<file path="src/rtl/ram_rd_pkg.sv">
// ram_rd_pkg
// Shared types and constants for the RAM stream reader.
//   DefAddrW  : default RAM address width
//   DefDataW  : default RAM data width
//   FifoDepth : entries of buffering between the RAM read port and the stream
//   state_e   : reader FSM states
package ram_rd_pkg;

    localparam int unsigned DefAddrW  = 11;
    localparam int unsigned DefDataW  = 8;
    localparam int unsigned FifoDepth = 2;

    typedef enum logic [1:0] {
        StIdle,
        StRun,
        StDrain,
        StFin
    } state_e;

endpackage

</file>
<file path="src/rtl/ram_rd_skid.sv">
// ram_rd_skid
// Two-entry FIFO holding {last, data} words between the RAM read port and the
// output stream. Push and pop may occur in the same cycle. The head entry is
// presented combinationally on o_rdata whenever o_valid is high.
// Ports:
//   i_clk, i_rst_n : clock, asynchronous active-low reset
//   i_push, i_wdata: write strobe and word
//   i_pop          : remove the head entry (ignored when empty)
//   o_rdata        : head entry
//   o_valid        : FIFO non-empty
//   o_count        : current occupancy (0..2)
module ram_rd_skid #(
    parameter int unsigned WIDTH = 9
) (
    input  logic             i_clk,
    input  logic             i_rst_n,
    input  logic             i_push,
    input  logic [WIDTH-1:0] i_wdata,
    input  logic             i_pop,
    output logic [WIDTH-1:0] o_rdata,
    output logic             o_valid,
    output logic [1:0]       o_count
);

    logic [WIDTH-1:0] r_mem [2];
    logic             r_wptr;
    logic             r_rptr;
    logic [1:0]       r_count;

    logic             w_push;
    logic             w_pop;

    assign w_pop  = i_pop & (r_count != 2'd0);
    // A push into a full FIFO is only accepted when the head leaves the same cycle.
    assign w_push = i_push & ((r_count != 2'd2) | w_pop);

    always_ff @(posedge i_clk or negedge i_rst_n) begin
        if (!i_rst_n) begin
            r_mem[0] <= '0;
            r_mem[1] <= '0;
            r_wptr   <= 1'b0;
            r_rptr   <= 1'b0;
            r_count  <= 2'd0;
        end else begin
            if (w_push) begin
                r_mem[r_wptr] <= i_wdata;
                r_wptr        <= ~r_wptr;
            end
            if (w_pop) begin
                r_rptr <= ~r_rptr;
            end
            r_count <= r_count + {1'b0, w_push} - {1'b0, w_pop};
        end
    end

    assign o_rdata = r_mem[r_rptr];
    assign o_valid = (r_count != 2'd0);
    assign o_count = r_count;

endmodule

</file>
<file path="src/rtl/ram_stream_reader.sv">
// ram_stream_reader
// Walks a contiguous RAM address window on a Start command and converts the
// one-cycle-latency synchronous RAM reads into a valid/ready byte stream with
// full backpressure. At most FifoDepth bytes are buffered or in flight.
// Ports:
//   RClk, Rst_n            : clock (shared with RAM read port), async active-low reset
//   Start, StartAddr, Len  : command, sampled only in idle
//   Busy, Done             : command in progress / one-cycle completion pulse
//   RA, RClk_En, RD        : RAM read address (registered), enable, read data
//   Out_Data, Out_Valid,
//   Out_Ready, Out_Last    : output byte stream
module ram_stream_reader #(
    parameter int unsigned ADDR_W = ram_rd_pkg::DefAddrW,
    parameter int unsigned DATA_W = ram_rd_pkg::DefDataW,
    parameter int unsigned LEN_W  = ADDR_W + 1
) (
    input  logic              RClk,
    input  logic              Rst_n,
    input  logic              Start,
    input  logic [ADDR_W-1:0] StartAddr,
    input  logic [LEN_W-1:0]  Len,
    output logic              Busy,
    output logic              Done,
    output logic [ADDR_W-1:0] RA,
    output logic              RClk_En,
    input  logic [DATA_W-1:0] RD,
    output logic [DATA_W-1:0] Out_Data,
    output logic              Out_Valid,
    input  logic              Out_Ready,
    output logic              Out_Last
);

    import ram_rd_pkg::*;

    state_e            r_state;
    state_e            w_state_next;
    logic [ADDR_W-1:0] r_addr;
    logic [LEN_W-1:0]  r_rem;
    logic              r_inflight;
    logic              r_inflight_last;

    logic              w_issue;
    logic              w_pop;
    logic              w_start_ok;
    logic [2:0]        w_load;
    logic [DATA_W:0]   w_head;
    logic              w_fifo_valid;
    logic [1:0]        w_fifo_count;

    assign w_start_ok = (r_state == StIdle) & Start;
    assign w_pop      = w_fifo_valid & Out_Ready;

    // Bytes that will still occupy buffering after this cycle's pop; a read may
    // issue only if its byte is guaranteed a slot when it returns.
    assign w_load  = {1'b0, w_fifo_count} + {2'b00, r_inflight} - {2'b00, w_pop};
    assign w_issue = (r_state == StRun) && (r_rem != '0) && (w_load < 3'(FifoDepth));

    // ---------------------------------------------------------------------
    // FSM
    // ---------------------------------------------------------------------
    always_ff @(posedge RClk or negedge Rst_n) begin
        if (!Rst_n) begin
            r_state <= StIdle;
        end else begin
            r_state <= w_state_next;
        end
    end

    always_comb begin
        w_state_next = r_state;
        unique case (r_state)
            StIdle: begin
                if (Start) begin
                    w_state_next = (Len == '0) ? StFin : StRun;
                end
            end
            StRun: begin
                if (w_issue && (r_rem == LEN_W'(1))) begin
                    w_state_next = StDrain;
                end
            end
            StDrain: begin
                // Last beat leaving with nothing behind it in the pipe.
                if (!r_inflight && w_pop && (w_fifo_count == 2'd1) && w_head[DATA_W]) begin
                    w_state_next = StFin;
                end
            end
            StFin: begin
                w_state_next = StIdle;
            end
            default: begin
                w_state_next = StIdle;
            end
        endcase
    end

    // ---------------------------------------------------------------------
    // Address / remaining counters and in-flight tracking
    // ---------------------------------------------------------------------
    always_ff @(posedge RClk or negedge Rst_n) begin
        if (!Rst_n) begin
            r_addr          <= '0;
            r_rem           <= '0;
            r_inflight      <= 1'b0;
            r_inflight_last <= 1'b0;
        end else begin
            if (w_start_ok) begin
                r_addr <= StartAddr;
                r_rem  <= Len;
            end else if (w_issue) begin
                r_addr <= r_addr + ADDR_W'(1);
                r_rem  <= r_rem - LEN_W'(1);
            end
            r_inflight      <= w_issue;
            r_inflight_last <= w_issue && (r_rem == LEN_W'(1));
        end
    end

    // ---------------------------------------------------------------------
    // Return buffer: RD is captured unconditionally the cycle after an issue
    // ---------------------------------------------------------------------
    ram_rd_skid #(
        .WIDTH (DATA_W + 1)
    ) u_skid (
        .i_clk   (RClk),
        .i_rst_n (Rst_n),
        .i_push  (r_inflight),
        .i_wdata ({r_inflight_last, RD}),
        .i_pop   (w_pop),
        .o_rdata (w_head),
        .o_valid (w_fifo_valid),
        .o_count (w_fifo_count)
    );

    // ---------------------------------------------------------------------
    // Outputs
    // ---------------------------------------------------------------------
    assign RA        = r_addr;
    assign RClk_En   = w_issue;
    assign Busy      = (r_state != StIdle);
    assign Done      = (r_state == StFin);
    assign Out_Valid = w_fifo_valid;
    assign Out_Data  = w_head[DATA_W-1:0];
    assign Out_Last  = w_fifo_valid & w_head[DATA_W];

endmodule
</file>
<file path="config.mk">
export PLATFORM = sky130hd
export DESIGN_NAME = ram_stream_reader
export DESIGN_NICKNAME = d
export VERILOG_FILES = /design/src/rtl/ram_rd_pkg.sv /design/src/rtl/ram_rd_skid.sv /design/src/rtl/ram_stream_reader.sv
export SDC_FILE = /design/constraint.sdc
export NUM_CORES = 1
export LEC_CHECK = 0
export ABC_AREA = 1
export BUFFER_PORTS_ARGS = -buffer_cell sky130_fd_sc_hd__clkbuf_2
export CAP_MARGIN = 20
export CORE_ASPECT_RATIO = 0.75
export CORE_MARGIN = 2
export CORE_UTILIZATION = 52
export CTS_BUF_LIST = sky130_fd_sc_hd__clkbuf_4 sky130_fd_sc_hd__clkbuf_8
export DETAILED_ROUTE_END_ITERATION = 10
export PLACE_DENSITY = 0.81
export RECOVER_POWER = 25
export SYNTH_ARGS = -nofsm -noshare
export SYNTH_HDL_FRONTEND = slang
export SYNTH_SLANG_ARGS = --single-unit
</file>
<file path="constraint.sdc">
create_clock -name RClk -period 2.4 [get_ports RClk]
set_clock_uncertainty 0.1 [all_clocks]
set_input_delay 0.12 -clock RClk [delete_from_list [all_inputs] [get_ports RClk]]
set_output_delay 0.12 -clock RClk [all_outputs]
set_load 0.02 [all_outputs]
</file>
==> results of run 1 <==
-- metal layers --
layer / GRT usage, % / wire (um) / vias to the layer above
met5: 0 / 0 / -
met4: 10.3 / 136 / 0
met3: 5.18 / 461 / 13
met2: 43.1 / 3820 / 106
met1: 33.4 / 3560 / 1385
li1: - / - / 1454
-- worst paths after layout --
check | cells after the start | to | slack [ns]
min in group asynchronous | 2 | RA[1]$_DFFE_PN0P_ | 0.32
setup / recovery | 13 | RClk_En | -0.18
hold / removal | 5 | RA[2]$_DFFE_PN0P_ | 0.0006
hold reg to reg | 2 | u_skid.r_mem[2]$_DFFE_PN0P_ | 0.40
max in group asynchronous | 3 | r_rem[10]$_DFFE_PN0P_ | 0.54
setup reg to reg | 15 | r_rem[0]$_DFFE_PN0P_ | -0.17
-- state kept, by name, indices dropped and copies added (netlist names) --
name             cells
u_skid.r_rptr        1
RA                  11
r_inflight_last      1
u_skid.o_count       2
r_inflight           1
u_skid.r_wptr        1
u_skid.r_mem        18
r_state              2
r_rem               12
-- critical path: cells and delay by family (launching register included) --
| kind | cells | cell delay (ns) |
|---|---|---|
| buffers and inverters | 5 | 0.35 |
| and+or+nand+nor | 6 | 0.52 |
| DFF | 1 | 0.42 |
| adders and majority gates | 2 | 0.75 |
-- power by group through the flow --
stage / clock, mW / sequential [mW] / combinational, mW
4_1_cts: 0.539 / 1.55 / 2.96
2_1_floorplan: 0 / 1.58 / 1.97
5_1_grt: 0.579 / 1.63 / 3.44
3_3_place_gp: 0 / 1.55 / 2.51
3_5_place_dp: 0 / 1.57 / 2.59
6_report: 0.540 / 1.58 / 3.11
-- kinds of logic (layout without fill, tap and decap cells) --
family | Yosys count | after routing | synth area share, %
xor+xnor | 13 | 13 | 3.73
fa+ha+maj | 13 | 13 | 5.57
buf+inv | 51 | 160 | 7.95
simple gates | 236 | 237 | 37.0
flops | 49 | 49 | 40.1
compound gates | 32 | 32 | 5.61
-- metrics by stage --
stage / instances / total power [mW] / hold WS (ns) / utilization [%] / worst slack [ns]
floorplan: 394 / 3.55 / -0.276 / - / -0.106
global placement: 529 / 4.06 / -0.0396 / 59.8 / 0.00454
detailed placement: 529 / 4.16 / -0.0406 / 59.8 / -0.0761
CTS: 581 / 5.06 / 0.0113 / 69.7 / -0.133
global route: 582 / 5.65 / 0.0421 / 70.4 / -0.261
finish: 582 / 5.23 / 0.000621 / 70.4 / -0.181
-- placed cells by master (no fill, tap or decap), types with 2 or more instances in the layout --
master,synthesis,routed
nand2_1,142,127
clkbuf_2,1,50
dfrtp_1,49,49
inv_1,37,32
nand2_2,14,27
dlygate4sd3_1,0,27
nand3_1,25,23
nor2_1,23,23
buf_4,0,19
o21ai_0,14,14
nand3_2,10,12
ha_1,12,11
o21ai_1,12,10
inv_2,4,8
clkbuf_1,1,8
xor2_1,7,7
xnor2_1,6,6
nor3_1,5,5
clkbuf_8,0,5
nor2_4,3,4
buf_6,1,4
nand2_4,1,3
or2_2,3,3
o21ai_2,1,3
nor2_2,2,2
nand2_8,2,2
a21oi_1,2,2
-- repair_timing --
action | in CTS | in global routing
setup endpoints to repair | 25 | 28
gates resized for setup | 24 | 13
pin swaps | 8 | 13
gates cloned | 2 | 0
hold buffers | 27 | 0
buffers inserted | 15 | 1
hold endpoints to repair | 48 | 0
-- final cells by class --
type                    count  area share [%]
inverters                  42            4.37
multi-input cells         295            41.6
repair buffers            109            18.7
repair inverters            1           0.279
clock buffers               5            1.71
flip-flops and latches     49            30.4
well taps                  78            2.42
clock inverters             3           0.620
==> impl_metrics.csv, run 1 <==
group,metric,value,unit
floorplanning,dieArea,6510,um^2
floorplanning,die_h,70.4,um
sta,fin_crit,2.58,ns
synthesis,ys_async_sr_fraction,100,%
global_route,track_usage,26.0,%
sta,slew_headroom,42.2,%
critical_path,critPathCaptureType,"output port",
power_and_ir_drop,powerDensity,1300,nW/um^2
critical_path,cp.arrival,2.36,ns
critical_path,start_kind,"flop",
clock_network,numCtsBuffers,5,
synthesis,yosys.area.top_type,"dfrtp_1",
min_path,hold_start,"StartAddr[2]",
clock_network,path_clk_slew,0.10,ns
synthesis,avgSynthCellArea,7.75,um^2
power_and_ir_drop,p_int,2.62,mW
synthesis,ys_top_cells_by_count,"142 x nand2_1, 49 x dfrtp_1, 37 x inv_1, 25 x nand3_1, 23 x nor2_1",
critical_path,crit_start,"u_skid.o_count[1]$_DFF_PN0_",
floorplanning,initial_core_util,53.3,%
synthesis,synth.most_common_cell,"nand2_1",
floorplanning,die_w,92.5,um
power_and_ir_drop,seqPwrFrac,30.2,%
critical_path,worstSetupPathType,"reg -> out",
placement,place_congestion,0.891,
route,drcViolationCount,0,
synthesis,yosys_warnings,0,
sta,period_share,108,%
synthesis,ys_ff_latch,49,
final_layout,diodes,0,
placement,post-dp-hpwl,4880,um
global_route,globalRouteOverflowTotal,0,
final_layout,design_area,4040,um^2
clock_network,clock-root-buffer,"clkbuf_8",
sta,finalHoldViolations,0,
global_route,antenna_found_initial,0,
route,vias,2958,
power_and_ir_drop,power_frac_comb,59.5,%
sta,worst_slack,-0.181,ns
route,ant_nets,0,
clock_network,clk_latency,0.33,ns
route,drtIter0Drc,256,
route,wirelength,7980,um
synthesis,yosysTopAreaCellShare,40.1,%
critical_path,crit_path_frequent_cell,"inv_2",
final_layout,fin_nets,551,
synthesis,synth_area,3050,um^2
sta,fin_setup_tns,-3.92,ns
synthesis,ys.flop_type,"dfrtp_1",
power_and_ir_drop,peakVddDrop,0.664,mV
clock_network,cts_tree,"built",
sta,fmax,0.387,GHz
floorplanning,io_pins,59,
final_layout,multi_input_area,1680,um^2
final_layout,regArea,1230,um^2
sta,rsz0062_at_grt,"true",
sta,finalSetupViolCount,28,
critical_path,rr_startpoint,"u_skid.o_count[1]$_DFF_PN0_",
clock_network,cts.sinks,49,
route,wl_per_cell,13.7,um
final_layout,area_growth_syn_to_layout,32.1,%
min_path,hp-class,"in -> reg",
global_route,grt_pass1_vias,2909,
run,max_cap_viol_count,0,
power_and_ir_drop,power.switching,2.61,mW
clock_network,h-tree-depth,2,
synthesis,yosysSeqAreaShare,40.1,%
critical_path,crit_fanout,3,
floorplanning,core.rowCount,24,
sta,worstMarginPinSlew,0.868,ns
power_and_ir_drop,switching_share,49.9,%
synthesis,syn_nets,442,
power_and_ir_drop,power_frac_clock,10.3,%
synthesis,synth_edf_count,0,
final_layout,fill_cells,409,
synthesis,syn-instance-count,394,
synthesis,synth_cell_type_count,37,
power_and_ir_drop,total_leakage_power,2.12,nW
critical_path,cpPeakStageDelay,0.55,ns
final_layout,drive_gt1_share,30.4,%
placement,placed_area,3430,um^2
critical_path,crit_slowest_cell,"fa_2",
placement,port_buffers,58,
critical_path,worstPathCellList,"inv_2, nand2_4, nand2_4, inv_2, ha_4, inv_2, nand2_2, fa_2, nand3_2, nor2_4, nand2_8, inv_4, buf_8",
global_route,grt_pass1_wl,13400,um
critical_path,crit_required,2.18,ns
status,outcome,"finished with violations",
route,drt-pass1-iter-count,5,
clock_network,clock_path_buffers,2,
floorplanning,core_area,5740,um^2
route,routed_via_density,5.08,
status,failed_checks,"negative setup slack",
sta,drv_slew,0,
global_route,grt_max_degree,36,
synthesis,synth_area_leaders,"dfrtp_1 40%, nand2_1 17%, ha_1 4.9%",
(Power assumes the default switching activity.)
==> run 2, diff against run 1 <==
--- a/config.mk
+++ b/config.mk
@@ -10,11 +10,13 @@
 export CAP_MARGIN = 20
 export CORE_ASPECT_RATIO = 0.75
 export CORE_MARGIN = 2
-export CORE_UTILIZATION = 52
-export CTS_BUF_LIST = sky130_fd_sc_hd__clkbuf_4 sky130_fd_sc_hd__clkbuf_8
+export CORE_UTILIZATION = 50
+export CTS_BUF_LIST = sky130_fd_sc_hd__clkbuf_16
+export CTS_CLUSTER_SIZE = 40
 export DETAILED_ROUTE_END_ITERATION = 10
-export PLACE_DENSITY = 0.81
+export PLACE_DENSITY = 0.78
 export RECOVER_POWER = 25
+export REMOVE_ABC_BUFFERS = 1
 export SYNTH_ARGS = -nofsm -noshare
 export SYNTH_HDL_FRONTEND = slang
 export SYNTH_SLANG_ARGS = --single-unit
==> impl_metrics.csv, run 2 (synthesized netlist as in run 1, its figures left out) <==
group,metric,value,unit
route,wirelength,8450,um
sta,drv_slew,0,
sta,worst_slack,-0.216,ns
clock_network,cts.sinks,49,
route,ant_nets,0,
critical_path,cpPeakStageDelay,0.58,ns
critical_path,cp.arrival,2.73,ns
final_layout,final_common_cell,"nand2_1",
critical_path,critPathBufInv,5,
placement,place_ws,-0.0576,ns
floorplanning,io_pins,59,
floorplanning,die_h,71.7,um
critical_path,cp_num_cells,16,
global_route,met3_usage,3.89,%
sta,slew_headroom,38.3,%
clock_network,h-tree-depth,2,
critical_path,worstPathCellList,"inv_2, nand2_4, nand2_2, inv_2, ha_4, inv_2, nand2_2, fa_2, nand3_2, nor2_4, nand2_8, buf_4, nand2_8, buf_12, nand3_2, o21ai_2",
final_layout,area_growth_syn_to_layout,35.9,%
global_route,top_usage_layer,"met2",
final_layout,fin_nets,551,
final_layout,regArea,1230,um^2
clock_network,clock-root-buffer,"clkbuf_16",
route,drt-pass1-iter-count,5,
status,outcome,"finished with violations",
critical_path,rrSetupSlack,-0.22,ns
critical_path,worstSetupPathType,"reg -> reg",
critical_path,crit_required,2.51,ns
sta,fmax,0.382,GHz
route,drtIter0Drc,180,
sta,fin_crit,2.62,ns
floorplanning,core_area,5860,um^2
sta,whs,-0.00105,ns
global_route,globalRouteOverflowTotal,0,
power_and_ir_drop,total_leakage_power,2.15,nW
route,routed_via_density,5.10,
critical_path,crit_start,"u_skid.o_count[0]$_DFF_PN0_",
placement,place_congestion,0.886,
clock_network,clk_latency,0.29,ns
route,wl_per_cell,14.5,um
critical_path,reg2reg_to,"RA[10]$_DFFE_PN0P_",
power_and_ir_drop,peakVddDrop,0.618,mV
status,failed_checks,"negative hold slack, negative setup slack",
floorplanning,initial_core_util,52.2,%
placement,post-dp-hpwl,5030,um
critical_path,critPathCaptureType,"flop",
clock_network,path_clk_slew,0.06,ns
clock_network,cts_tree,"built",
final_layout,fill_cells,430,
global_route,met2_usage,40.9,%
final_layout,diodes,0,
run,max_cap_viol_count,0,
critical_path,crit_fanout,8,
global_route,use_met1,33.5,%
final_layout,largest_register_ffs,18,
critical_path,rr_startpoint,"u_skid.o_count[0]$_DFF_PN0_",
final_layout,fin_util,70.9,%
route,drcViolationCount,0,
floorplanning,dieArea,6760,um^2
global_route,grt_pass1_vias,2906,
final_layout,layout_common_cells,"125 x nand2_1, 49 x dfrtp_1, 43 x clkbuf_2",
final_layout,largest-register,"u_skid.r_mem",
critical_path,start_kind,"flop",
global_route,grt_max_degree,38,
clock_network,clock_path_buffers,2,
sta,finalHoldViolations,1,
critical_path,crit_path_frequent_cell,"inv_2",
route,vias,2967,
global_route,track_usage,24.8,%
sta,worstMarginPinSlew,0.926,ns
power_and_ir_drop,powerDensity,1370,nW/um^2
critical_path,rr_worst_depth,16,
sta,finalSetupViolCount,27,
global_route,antenna_found_initial,0,
floorplanning,core.rowCount,24,
critical_path,endpoint,"RA[10]$_DFFE_PN0P_",
final_layout,drive_gt1_share,32.1,%
critical_path,path_delay_family,"adder cells",
sta,rsz0062_at_grt,"true",
min_path,hp-class,"in -> reg",
floorplanning,die_w,94.2,um
clock_network,numCtsBuffers,5,
placement,port_buffers,58,
critical_path,crit_slowest_cell,"fa_2",
final_layout,multi_input_area,1720,um^2
sta,period_share,109,%
global_route,grt_pass1_wl,13200,um
[run 2: timing repair]
action	in CTS	in global routing
endpoints found under the hold margin	59	0
hold buffers	22	0
endpoints found under the setup margin	21	31
gates cloned	1	0
buffers inserted	21	4
gates resized for setup	22	30
pin swaps	21	19
[run 2: worst reg2reg max path: stages, from the launching register on]
cell,delay (ns)
dfrtp_1,0.40
inv_2,0.09
nand2_4,0.06
nand2_2,0.07
inv_2,0.05
ha_4,0.21
inv_2,0.06
nand2_2,0.05
fa_2,0.58
nand3_2,0.09
nor2_4,0.17
nand2_8,0.08
buf_4,0.16
nand2_8,0.09
buf_12,0.14
nand3_2,0.08
o21ai_2,0.06
[run 2: per-stage QoR]
stage	power [mW]	std cells	instance area (um^2)	TNS (ns)	hold slack, ns
floorplan	3.38	385	2970	-2.94	-0.276
global route	6.12	582	4150	-7.10	0.00671
CTS	5.38	582	4070	-2.77	0.000766
detailed placement	4.20	530	3440	-0.679	0.197
global placement	4.08	530	3440	0	0.191
finish	5.69	582	4150	-4.54	-0.00105
[run 2: layout make-up]
| class | instances | share of cell area [%] |
|---|---|---|
| Multi-Input combinational cell | 295 | 41.4 |
| Sequential cell | 49 | 29.5 |
| Timing Repair Buffer | 110 | 18.5 |
| Inverter | 42 | 4.22 |
| Clock buffer | 5 | 3.01 |
| Tap cell | 78 | 2.35 |
| Clock inverter | 3 | 0.995 |
[run 2: how the worst min path moves through the flow]
stage | cells after the start | slack, ns | from | to
CTS | 3 | 0.0008 | Len[10] | r_rem[10]$_DFFE_PN0P_
global route | 3 | 0.007 | Len[0] | r_rem[0]$_DFFE_PN0P_
detailed placement | 1 | 0.20 | Rst_n | r_rem[4]$_DFFE_PN0P_
floorplan | 0 | -0.28 | Rst_n | RA[0]$_DFFE_PN0P_
global placement | 1 | 0.19 | Rst_n | r_rem[4]$_DFFE_PN0P_
finish | 3 | -0.001 | Len[0] | r_rem[0]$_DFFE_PN0P_
[run 2: power breakdown]
group | switching, mW | internal, mW
sequential | 0.390 | 1.19
combinational | 1.97 | 1.34
clock | 0.306 | 0.488
total | 2.67 | 3.02
[run 2: per-layer routing]
layer | share of wire [%] | wire length [um]
met1 | 42 | 3580
met2 | 51 | 4290
met3 | 4.7 | 395
met4 | 2.2 | 184
met5 | 0 | 0
==> run 3, diff against run 2 <==
==> constraint.sdc (replaced) <==
create_clock -name RClk -period 2.25 [get_ports RClk]
set_clock_uncertainty 0.1 [all_clocks]
set_input_delay 0.1125 -clock RClk [delete_from_list [all_inputs] [get_ports RClk]]
set_output_delay 0.1125 -clock RClk [all_outputs]
set_load 0.02 [all_outputs]
==> impl_metrics.csv, run 3 (synthesized netlist as in run 1, its figures left out) <==
group,metric,value,unit
floorplanning,dieArea,6760,um^2
clock_network,clock_path_buffers,2,
final_layout,final_common_cell,"nand2_1",
clock_network,clk_latency,0.29,ns
route,drt-pass1-iter-count,4,
power_and_ir_drop,power_frac_comb,57.9,%
clock_network,cts.sinks,49,
min_path,hold_start,"Len[3]",
global_route,grt_pass1_wl,12600,um
critical_path,critPathCaptureType,"flop",
final_layout,largest-register,"u_skid.r_mem",
status,failed_checks,"negative setup slack",
placement,post-dp-hpwl,5070,um
placement,place_congestion,0.894,
global_route,antenna_found_initial,0,
route,wirelength,7670,um
sta,period_share,115,%
critical_path,crit_required,2.37,ns
power_and_ir_drop,seqPwrFrac,29.1,%
route,routed_via_density,4.99,
sta,finalHoldViolations,0,
clock_network,cts_tree,"built",
global_route,grt_pass1_vias,2857,
status,outcome,"finished with violations",
power_and_ir_drop,power.switching,2.73,mW
power_and_ir_drop,total_leakage_power,2.14,nW
sta,worstMarginPinSlew,1.32,ns
power_and_ir_drop,power_frac_clock,13.0,%
critical_path,rr_startpoint,"u_skid.o_count[0]$_DFF_PN0_",
power_and_ir_drop,p_int,2.99,mW
critical_path,crit_fanout,8,
global_route,grt_max_degree,29,
clock_network,path_clk_slew,0.07,ns
route,vias,2862,
placement,placed_area,3500,um^2
floorplanning,die_w,94.2,um
route,drtIter0Drc,122,
placement,port_buffers,58,
critical_path,start_kind,"flop",
clock_network,clock-root-buffer,"clkbuf_16",
critical_path,worstSetupPathType,"reg -> reg",
min_path,holdPathEnd,"r_rem[3]$_DFFE_PN0P_",
global_route,globalRouteOverflowTotal,0,
critical_path,rrSetupSlack,-0.33,ns
final_layout,layout_common_cells,"131 x nand2_1, 56 x clkbuf_2, 49 x dfrtp_1",
run,max_cap_viol_count,0,
clock_network,h-tree-depth,2,
floorplanning,initial_core_util,52.2,%
power_and_ir_drop,switching_share,47.7,%
final_layout,diodes,0,
final_layout,largest_register_ffs,18,
floorplanning,core.rowCount,24,
sta,fin_crit,2.58,ns
power_and_ir_drop,powerDensity,1410,nW/um^2
final_layout,design_area,4050,um^2
floorplanning,die_h,71.7,um
final_layout,area_growth_syn_to_layout,32.7,%
final_layout,drive_gt1_share,29.8,%
floorplanning,core_area,5860,um^2
sta,fmax,0.387,GHz
clock_network,numCtsBuffers,5,
floorplanning,io_pins,59,
critical_path,reg2reg_to,"RA[10]$_DFFE_PN0P_",
route,drcViolationCount,0,
sta,rsz0062_at_grt,"true",
power_and_ir_drop,peakVddDrop,0.634,mV
route,ant_nets,0,
sta,finalSetupViolCount,27,
power_and_ir_drop,p_total,5.72,mW
critical_path,cp.arrival,2.70,ns
placement,place_ws,-0.202,ns
min_path,hp-class,"in -> reg",
sta,drv_slew,0,
route,wl_per_cell,13.4,um
min_path,hold_path_depth,3,
critical_path,rr_worst_depth,16,
sta,worst_slack,-0.332,ns
sta,slew_headroom,11.8,%
global_route,track_usage,23.7,%
final_layout,fin_nets,543,
-- run 3: how the worst max path moves through the flow --
stage / cells past startpoint / startpoint / slack, ns / to
global route: 16 / u_skid.o_count[0]$_DFF_PN0_ / -0.42 / RA[10]$_DFFE_PN0P_
detailed placement: 14 / u_skid.o_count[0]$_DFF_PN0_ / -0.20 / RA[7]$_DFFE_PN0P_
finish: 16 / u_skid.o_count[0]$_DFF_PN0_ / -0.33 / RA[10]$_DFFE_PN0P_
CTS: 13 / u_skid.o_count[0]$_DFF_PN0_ / -0.34 / RClk_En
global placement: 14 / u_skid.o_count[1]$_DFF_PN0_ / -0.11 / RA[7]$_DFFE_PN0P_
floorplan: 15 / u_skid.o_count[1]$_DFF_PN0_ / -0.30 / RA[7]$_DFFE_PN0P_
-- run 3: final cells by class --
class,count,area [um^2]
Tap cell,78,97.6
Multi-Input combinational cell,295,1670
Fill cell,477,1800
Sequential cell,49,1230
Timing Repair inverter,1,11.3
Clock inverter,3,18.8
Clock buffer,5,125
Timing Repair Buffer,101,729
Inverter,42,176
-- run 3: what timing repair did --
| item | 4_1_cts | 5_1_grt |
|---|---|---|
| hold buffers | 25 | 0 |
| hold endpoints to repair | 50 | 0 |
| pin swaps | 6 | 5 |
| cloned | 2 | 0 |
| gates resized for setup | 18 | 15 |
| setup endpoints to repair | 26 | 28 |
| buffers inserted | 3 | 1 |
-- run 3: worst max-delay path, cell delays in order, from the launching register on --
cell	delay (ns)
dfrtp_1	0.40
inv_2	0.08
nand2_2	0.07
nand2_2	0.08
inv_2	0.05
ha_4	0.21
inv_2	0.05
nand2_2	0.05
fa_2	0.57
nand3_2	0.08
nor2_4	0.15
nand2_8	0.09
buf_6	0.13
nand2_8	0.12
buf_12	0.14
nand3_2	0.05
o21ai_1	0.08
-- run 3: through the flow --
step                cells  util (%)  hold slack [ns]  setup TNS [ns]
global route          574      69.2           0.0532          -10.20
finish                574      69.2           0.0379           -7.15
floorplan             385         -           -0.283           -6.99
global placement      535      59.9           0.0455           -1.77
CTS                   573      68.3           0.0226           -7.32
detailed placement    535      59.9           0.0499           -4.27
-- run 3: power by group through the flow --
| stage | Sequential [mW] | Clock [mW] | Combinational (mW) |
|---|---|---|---|
| finish | 1.66 | 0.742 | 3.31 |
| global route | 1.72 | 0.790 | 3.66 |
| CTS | 1.64 | 0.755 | 3.16 |
| detailed placement | 1.65 | 0 | 2.89 |
| global placement | 1.63 | 0 | 2.80 |
| floorplan | 1.70 | 0 | 1.91 |
-- run 3: per-layer routing --
metal / wire (um) / GRT usage (%) / up-vias
met5: 0 / 0 / -
li1: - / - / 1436
met1: 3570 / 31.4 / 1339
met4: 129 / 8.53 / 0
met2: 3640 / 38.6 / 75
met3: 344 / 5.15 / 12
